### src/rtl/imem_uart_loader_pkg.sv
// Shared constants and state encodings for the UART instruction-memory loader.
package imem_uart_loader_pkg;

    localparam logic [7:0]  SYNC_BYTE = 8'hA5;
    localparam logic [31:0] NOP_INSTR = 32'h0000_0013;

    typedef enum logic [2:0] {
        ST_IDLE,
        ST_LEN,
        ST_DATA,
        ST_RUN,
        ST_ERR
    } ldr_state_e;

    typedef enum logic [1:0] {
        RX_IDLE,
        RX_START,
        RX_DATA,
        RX_STOP
    } rx_state_e;

endpackage

### src/rtl/imem_uart_loader_if.sv
// Received-byte stream from the UART receiver to the loader FSM.
interface imem_uart_loader_if;

    logic [7:0] data;   // received byte, held until the next byte
    logic       valid;  // one-cycle pulse: data holds a good byte
    logic       ferr;   // one-cycle pulse: stop bit was low, byte dropped

    modport master (output data, valid, ferr);
    modport slave  (input  data, valid, ferr);

endinterface

### src/rtl/imem_uart_loader_uart_rx.sv
// 8N1 UART receiver: 2-flop synchronizer, half-bit start re-check,
// centre sampling, stop-bit check with byte-valid / frame-error pulses.
module uart_rx
    import imem_uart_loader_pkg::*;
#(
    parameter int CLKS_PER_BIT = 868
) (
    input  logic               clk_i,
    input  logic               rst_i,
    input  logic               rx_i,
    imem_uart_loader_if.master rx_o
);

    localparam int CW = (CLKS_PER_BIT > 1) ? $clog2(CLKS_PER_BIT) : 1;
    localparam logic [CW-1:0] CNT_LAST = CW'(CLKS_PER_BIT - 1);
    localparam logic [CW-1:0] CNT_HALF = CW'(CLKS_PER_BIT / 2 - 1);

    logic            sync1_q, sync2_q, prev_q;
    rx_state_e       st_q;
    logic [CW-1:0]   cnt_q;
    logic [2:0]      bit_q;
    logic [7:0]      shift_q;
    logic [7:0]      data_q;
    logic            valid_q;
    logic            ferr_q;

    // Synchronize the async line; prev_q gives the falling-edge reference.
    always_ff @(posedge clk_i) begin
        if (rst_i) begin
            sync1_q <= 1'b1;
            sync2_q <= 1'b1;
            prev_q  <= 1'b1;
        end else begin
            sync1_q <= rx_i;
            sync2_q <= sync1_q;
            prev_q  <= sync2_q;
        end
    end

    // Bit-timing FSM; pulses are registered so they last exactly one cycle.
    always_ff @(posedge clk_i) begin
        if (rst_i) begin
            st_q    <= RX_IDLE;
            cnt_q   <= '0;
            bit_q   <= '0;
            shift_q <= '0;
            data_q  <= '0;
            valid_q <= 1'b0;
            ferr_q  <= 1'b0;
        end else begin
            valid_q <= 1'b0;
            ferr_q  <= 1'b0;
            case (st_q)
                RX_IDLE: begin
                    if (prev_q && !sync2_q) begin
                        st_q  <= RX_START;
                        cnt_q <= '0;
                    end
                end
                RX_START: begin
                    if (cnt_q == CNT_HALF) begin
                        // A glitch shorter than half a bit is not a start bit.
                        cnt_q <= '0;
                        bit_q <= '0;
                        st_q  <= sync2_q ? RX_IDLE : RX_DATA;
                    end else begin
                        cnt_q <= cnt_q + CW'(1);
                    end
                end
                RX_DATA: begin
                    if (cnt_q == CNT_LAST) begin
                        cnt_q   <= '0;
                        shift_q <= {sync2_q, shift_q[7:1]};
                        bit_q   <= bit_q + 3'd1;
                        if (bit_q == 3'd7) st_q <= RX_STOP;
                    end else begin
                        cnt_q <= cnt_q + CW'(1);
                    end
                end
                RX_STOP: begin
                    if (cnt_q == CNT_LAST) begin
                        cnt_q <= '0;
                        st_q  <= RX_IDLE;
                        if (sync2_q) begin
                            valid_q <= 1'b1;
                            data_q  <= shift_q;
                        end else begin
                            ferr_q <= 1'b1;
                        end
                    end else begin
                        cnt_q <= cnt_q + CW'(1);
                    end
                end
                default: st_q <= RX_IDLE;
            endcase
        end
    end

    assign rx_o.data  = data_q;
    assign rx_o.valid = valid_q;
    assign rx_o.ferr  = ferr_q;

endmodule

### src/rtl/imem_uart_loader.sv
// UART program loader: receives A5 <N> <4N little-endian bytes> and fills a
// DEPTH x 32 instruction memory, holding the CPU in reset until the load ends.
module imem_uart_loader
    import imem_uart_loader_pkg::*;
#(
    parameter int CLKS_PER_BIT = 868,
    parameter int DEPTH        = 16
) (
    input  logic        CLK100MHZ,
    input  logic        RST,
    input  logic        UART_RX,
    input  logic [31:0] IMEM_RD_ADDR,
    output logic [31:0] IMEM_RD_DATA,
    output logic        CPU_RST_N,
    output logic        LOAD_DONE,
    output logic        FRAME_ERR
);

    localparam int AW = (DEPTH > 1) ? $clog2(DEPTH) : 1;

    imem_uart_loader_if rx_if ();

    uart_rx #(.CLKS_PER_BIT(CLKS_PER_BIT)) u_uart_rx (
        .clk_i (CLK100MHZ),
        .rst_i (RST),
        .rx_i  (UART_RX),
        .rx_o  (rx_if)
    );

    ldr_state_e  state_q;
    logic [7:0]  len_q;
    logic [7:0]  wcnt_q;
    logic [1:0]  bcnt_q;
    logic [23:0] word_q;      // b2,b1,b0 of the word being assembled
    logic        last_q;      // final word written; enter RUN this cycle
    logic        cpu_rst_n_q;
    logic        load_done_q;
    logic        frame_err_q;
    logic [31:0] mem_q [DEPTH];

    logic len_ok;
    logic mem_we;

    assign len_ok = (rx_if.data != 8'd0) && (32'(rx_if.data) <= 32'(DEPTH));
    assign mem_we = rx_if.valid && !RST && !last_q &&
                    (state_q == ST_DATA) && (bcnt_q == 2'd3);

    // Loader FSM with registered CPU reset / status outputs.
    always_ff @(posedge CLK100MHZ) begin
        if (RST) begin
            state_q     <= ST_IDLE;
            len_q       <= '0;
            wcnt_q      <= '0;
            bcnt_q      <= '0;
            word_q      <= '0;
            last_q      <= 1'b0;
            cpu_rst_n_q <= 1'b0;
            load_done_q <= 1'b0;
            frame_err_q <= 1'b0;
        end else begin
            if (rx_if.ferr) frame_err_q <= 1'b1;
            case (state_q)
                ST_IDLE, ST_RUN, ST_ERR: begin
                    if (rx_if.valid && rx_if.data == SYNC_BYTE) begin
                        state_q     <= ST_LEN;
                        wcnt_q      <= '0;
                        bcnt_q      <= '0;
                        cpu_rst_n_q <= 1'b0;
                        load_done_q <= 1'b0;
                    end
                end
                ST_LEN: begin
                    if (rx_if.valid) begin
                        if (len_ok) begin
                            state_q <= ST_DATA;
                            len_q   <= rx_if.data;
                        end else begin
                            state_q     <= ST_ERR;
                            frame_err_q <= 1'b1;
                        end
                    end
                end
                ST_DATA: begin
                    if (last_q) begin
                        // Release the CPU one cycle after the last word lands.
                        last_q      <= 1'b0;
                        state_q     <= ST_RUN;
                        cpu_rst_n_q <= 1'b1;
                        load_done_q <= 1'b1;
                    end else if (rx_if.valid) begin
                        bcnt_q <= bcnt_q + 2'd1;
                        if (bcnt_q == 2'd3) begin
                            wcnt_q <= wcnt_q + 8'd1;
                            last_q <= (wcnt_q == len_q - 8'd1);
                        end else begin
                            word_q <= {rx_if.data, word_q[23:8]};
                        end
                    end
                end
                default: state_q <= ST_IDLE;
            endcase
        end
    end

    // Instruction memory write port; contents survive reset.
    always_ff @(posedge CLK100MHZ) begin
        if (mem_we) mem_q[wcnt_q[AW-1:0]] <= {rx_if.data, word_q};
    end

    assign IMEM_RD_DATA = (IMEM_RD_ADDR < 32'(DEPTH)) ? mem_q[IMEM_RD_ADDR[AW-1:0]]
                                                      : NOP_INSTR;
    assign CPU_RST_N    = cpu_rst_n_q;
    assign LOAD_DONE    = load_done_q;
    assign FRAME_ERR    = frame_err_q;

endmodule

### config.mk
export PLATFORM = sky130hd
export DESIGN_NAME = imem_uart_loader
export DESIGN_NICKNAME = d
export VERILOG_FILES = /design/src/rtl/imem_uart_loader_pkg.sv /design/src/rtl/imem_uart_loader_if.sv /design/src/rtl/imem_uart_loader_uart_rx.sv /design/src/rtl/imem_uart_loader.sv
export SDC_FILE = /design/constraint.sdc
export NUM_CORES = 1
export LEC_CHECK = 0
export CAP_MARGIN = 5
export CORE_ASPECT_RATIO = 1.5
export CORE_MARGIN = 2
export CORE_UTILIZATION = 38
export CTS_BUF_LIST = sky130_fd_sc_hd__clkbuf_16
export DETAILED_ROUTE_END_ITERATION = 8
export SYNTH_ARGS = -nofsm -noshare
export SYNTH_HDL_FRONTEND = slang
export SYNTH_HIERARCHICAL = 1
export SYNTH_SLANG_ARGS = --single-unit
### constraint.sdc
create_clock -name CLK100MHZ -period 5.7 [get_ports CLK100MHZ]
set_input_delay 1.425 -clock CLK100MHZ [delete_from_list [all_inputs] [get_ports CLK100MHZ]]
set_output_delay 1.425 -clock CLK100MHZ [all_outputs]
set_load 0.03 [all_outputs]
==> flow_summary.json <==
{
  "viasPerCell": 5.41,
  "num_rows": 111,
  "wl_per_cell_um": 23.5,
  "ys.flop_type": "edfxtp_1",
  "multi_input_area_um2": 6030,
  "overflow": 0,
  "path_cells": "clkbuf_8, buf_12, mux4_2, mux4_2, nor2b_1, clkdlybuf4s50_1",
  "vias": 11800,
  "syn_area_um2": 23300,
  "rrSetupSlack_ns": 2.34,
  "crit_fanout": 31,
  "critPathMostFrequentCell": "mux4_2",
  "dp.cells": 2080,
  "cts_tree": "built",
  "dr.pass1.iters": 5,
  "synth.mux.area_fraction": 0.159,
  "peakVddDrop_mv": 0.229,
  "period_minus_slack_ns": 5.20,
  "nNetsFinal": 1390,
  "clk_latency_ns": 0.60,
  "rsz0062_at_grt": "no",
  "synth_edf_count": 512,
  "io_pins": 70,
  "cts_repair_resize_count": 0,
  "dpl_cell_area_um2": 25200,
  "setup_tns_ns": 0,
  "io_buffers": 69,
  "drc": 0,
  "worst_setup_path_start_kind": "input pin",
  "drtAntennaViolNets": 0,
  "synth_compound_area_frac": 0.0274,
  "hold_start": "u_uart_rx/sync1_q",
  "clk_pin_slew_worst_paths_ns": 0.06,
  "maxCapViolCount": 0,
  "min_to": "u_uart_rx/sync2_q",
  "num_antenna_cells": 0,
  "synth-seq-cells": 596,
  "critPathBufInv": 3,
  "synth-simple-area-share": 0.0580,
  "yosys.cell_types.count": 64,
  "root_buffer": "clkbuf_16",
  "final_cells": 2181,
  "layout_common_cells": "edfxtp_1, mux4_2, nand2_1",
  "drt-total-wl_um": 51300,
  "utilization": 0.442,
  "finalWorstSetupSlack_ns": 0.504,
  "relSlewSlack": 0.366,
  "place_congestion": 0.738,
  "path_delay_family": "buffers and inverters",
  "n_fill_cell": 5165,
  "hp-class": "flop to flop",
  "worst-r2r-cell-count": 6,
  "cts_htree_levels": 2,
  "post-route-period-util": 0.912,
  "syn_nets": 1287,
  "avgSynthCellArea_um2": 18.8,
  "fmax_ghz": 0.192,
  "worstMarginPinSlew_ns": 0.951,
  "endpoint_kind": "output pin",
  "coreArea_um2": 61000,
  "leakage_nw": 8.61,
  "synth_top_family_by_area": "multiplexers",
  "dp_hpwl_um": 29300,
  "design_area_um2": 26900,
  "cp_slowest_cell": "clkdlybuf4s50_1",
  "critical_path_class": "input pin to output pin",
  "die_h_um": 308,
  "cts_buffers": 53,
  "drt_first_iter_violations": 821,
  "seq_area_frac_synth": 0.731,
  "synthToLayoutAreaGrowth_pct": 15.3,
  "drv_slew": 0,
  "cts_hold_buf": 0,
  "async_flop_share": 0,
  "hold_path_depth": 1,
  "finalSetupViolCount": 0,
  "synth-warning-count": 6,
  "antenna_found_initial": 0,
  "crit_arrival_ns": 3.77,
  "hold_viol": 0,
  "worst_ep_required_time_ns": 4.28,
  "outcome": "completed",
  "drive_gt1_frac": 0.238,
  "grt_max_degree": 81,
  "timing.rr.start": "state_q[1]",
  "final_common_cell": "edfxtp_1",
  "clock_sinks": 596,
  "worst_r2r_endpoint": "mem_q[9][29]",
  "synth_xor_xnor_area_share": 0.00450,
  "grt_pass1_vias": 12300,
  "fp.dieW_um": 206,
  "cts.path.max_buffers": 3,
  "initial_core_util": 0.383,
  "syn_inst": 1242,
  "pre_cts_ws_ns": 0.452,
  "cts_setup_buffers": 0,
  "slowest_delay_ns": 0.61,
  "grtUsageTotal": 0.164,
  "grt_pass1_wl_um": 77100,
  "regArea_um2": 17100,
  "synthAdderAreaFrac": 0.00536,
  "power_density_nw_per_um2": 312,
  "die_area_um2": 63500,
  "finalClockSkew_ns": 0.0214
}
[layer usage]
layer	vias up	wire length, um	GRT usage
met2	264	28100	0.303
li1	5186	-	-
met5	-	0	0
met3	71	2260	0.0196
met4	0	1040	0.0422
met1	6279	19900	0.203
[sequential cells by signal, summed over array words and instances (netlist names), 3 cells and up, named ones only]
signal	count
len_q	8
mem_q	512
state_q	3
u_uart_rx/bit_q	3
u_uart_rx/cnt_q	10
u_uart_rx/rx_o.data	8
u_uart_rx/shift_q	8
wcnt_q	8
word_q	24
[worst max-delay path by stage]
| stage | slack (ns) | cells after the start | from | end |
|---|---|---|---|---|
| floorplan | 0.80 | 4 | RST | mem_q[0][0] |
| global placement | 0.43 | 7 | IMEM_RD_ADDR[25] | IMEM_RD_DATA[13] |
| detailed placement | 0.45 | 6 | IMEM_RD_ADDR[0] | IMEM_RD_DATA[13] |
| CTS | 0.45 | 7 | IMEM_RD_ADDR[29] | IMEM_RD_DATA[9] |
| global route | 0.33 | 7 | IMEM_RD_ADDR[29] | IMEM_RD_DATA[9] |
| finish | 0.50 | 6 | IMEM_RD_ADDR[0] | IMEM_RD_DATA[10] |
[worst reg2reg max path, cell delays in order (launching register included)]
cell and delay, ns:
dfxtp_1 0.45, nor2b_1 0.23, nand2_1 0.22, nor3_1 0.68, nand2_1 0.41, nor2_4 0.50
buf_4 0.49
[cell type report]
type | instances | share of cell area
Clock buffer | 54 | 0.0502
Clock inverter | 46 | 0.0124
Inverter | 13 | 0.00181
Multi-Input combinational cell | 569 | 0.224
Sequential cell | 596 | 0.634
Tap cell | 791 | 0.0368
Timing Repair Buffer | 112 | 0.0410
[cell usage after synthesis, types with 2 or more instances]
master | n | area share
or4_1 | 3 | 0.00096
nand2b_1 | 3 | 0.00080
nand3b_1 | 2 | 0.00064
o21a_1 | 2 | 0.00064
nor3_1 | 16 | 0.0034
nor2b_1 | 33 | 0.0088
or3_1 | 2 | 0.00054
nor4_1 | 11 | 0.0029
buf_1 | 3 | 0.00048
nand3_1 | 15 | 0.0032
or2_1 | 4 | 0.0011
xor2_1 | 3 | 0.0011
and3b_1 | 2 | 0.00075
nor3b_1 | 3 | 0.00096
o21ai_1 | 4 | 0.00086
a31oi_1 | 4 | 0.0011
buf_6 | 4 | 0.0019
and3_1 | 11 | 0.0029
nor2_1 | 38 | 0.0061
mux4_2 | 160 | 0.15
o21ai_0 | 11 | 0.0024
and2_1 | 3 | 0.00080
inv_1 | 13 | 0.0021
a22oi_1 | 2 | 0.00064
clkbuf_1 | 36 | 0.0058
or2_2 | 5 | 0.0013
a21oi_1 | 61 | 0.013
a311oi_1 | 3 | 0.0011
buf_4 | 4 | 0.0013
mux2i_1 | 9 | 0.0039
edfxtp_1 | 512 | 0.66
buf_2 | 16 | 0.0034
o31ai_1 | 2 | 0.00064
nand2_1 | 108 | 0.017
nand4_1 | 3 | 0.00080
a41o_1 | 2 | 0.00086
dfxtp_1 | 84 | 0.072
ha_1 | 10 | 0.0054
xnor2_1 | 9 | 0.0034
nor4b_1 | 2 | 0.00075
[stage by stage]
stage	hold slack, ns	power, W
3_5_place_dp	0.400	0.00505
6_report	0.417	0.00840
3_3_place_gp	0.396	0.00505
5_1_grt	0.448	0.00864
2_1_floorplan	0.389	0.00497
4_1_cts	0.420	0.00849
[power by group]
| group | internal [W] | total (W) | switching (W) |
|---|---|---|---|
| Combinational | 0.000157 | 0.000280 | 0.000123 |
| Clock | 0.00187 | 0.00345 | 0.00158 |
| Sequential | 0.00467 | 0.00467 | 0.00000430 |
[cells by family after synthesis]
family,Yosys count
compound gates,105
xor+xnor,12
fa+ha+maj,10
buf+inv,77
flops,596
mux,170
simple gates,272
(Power assumes the default switching activity.)
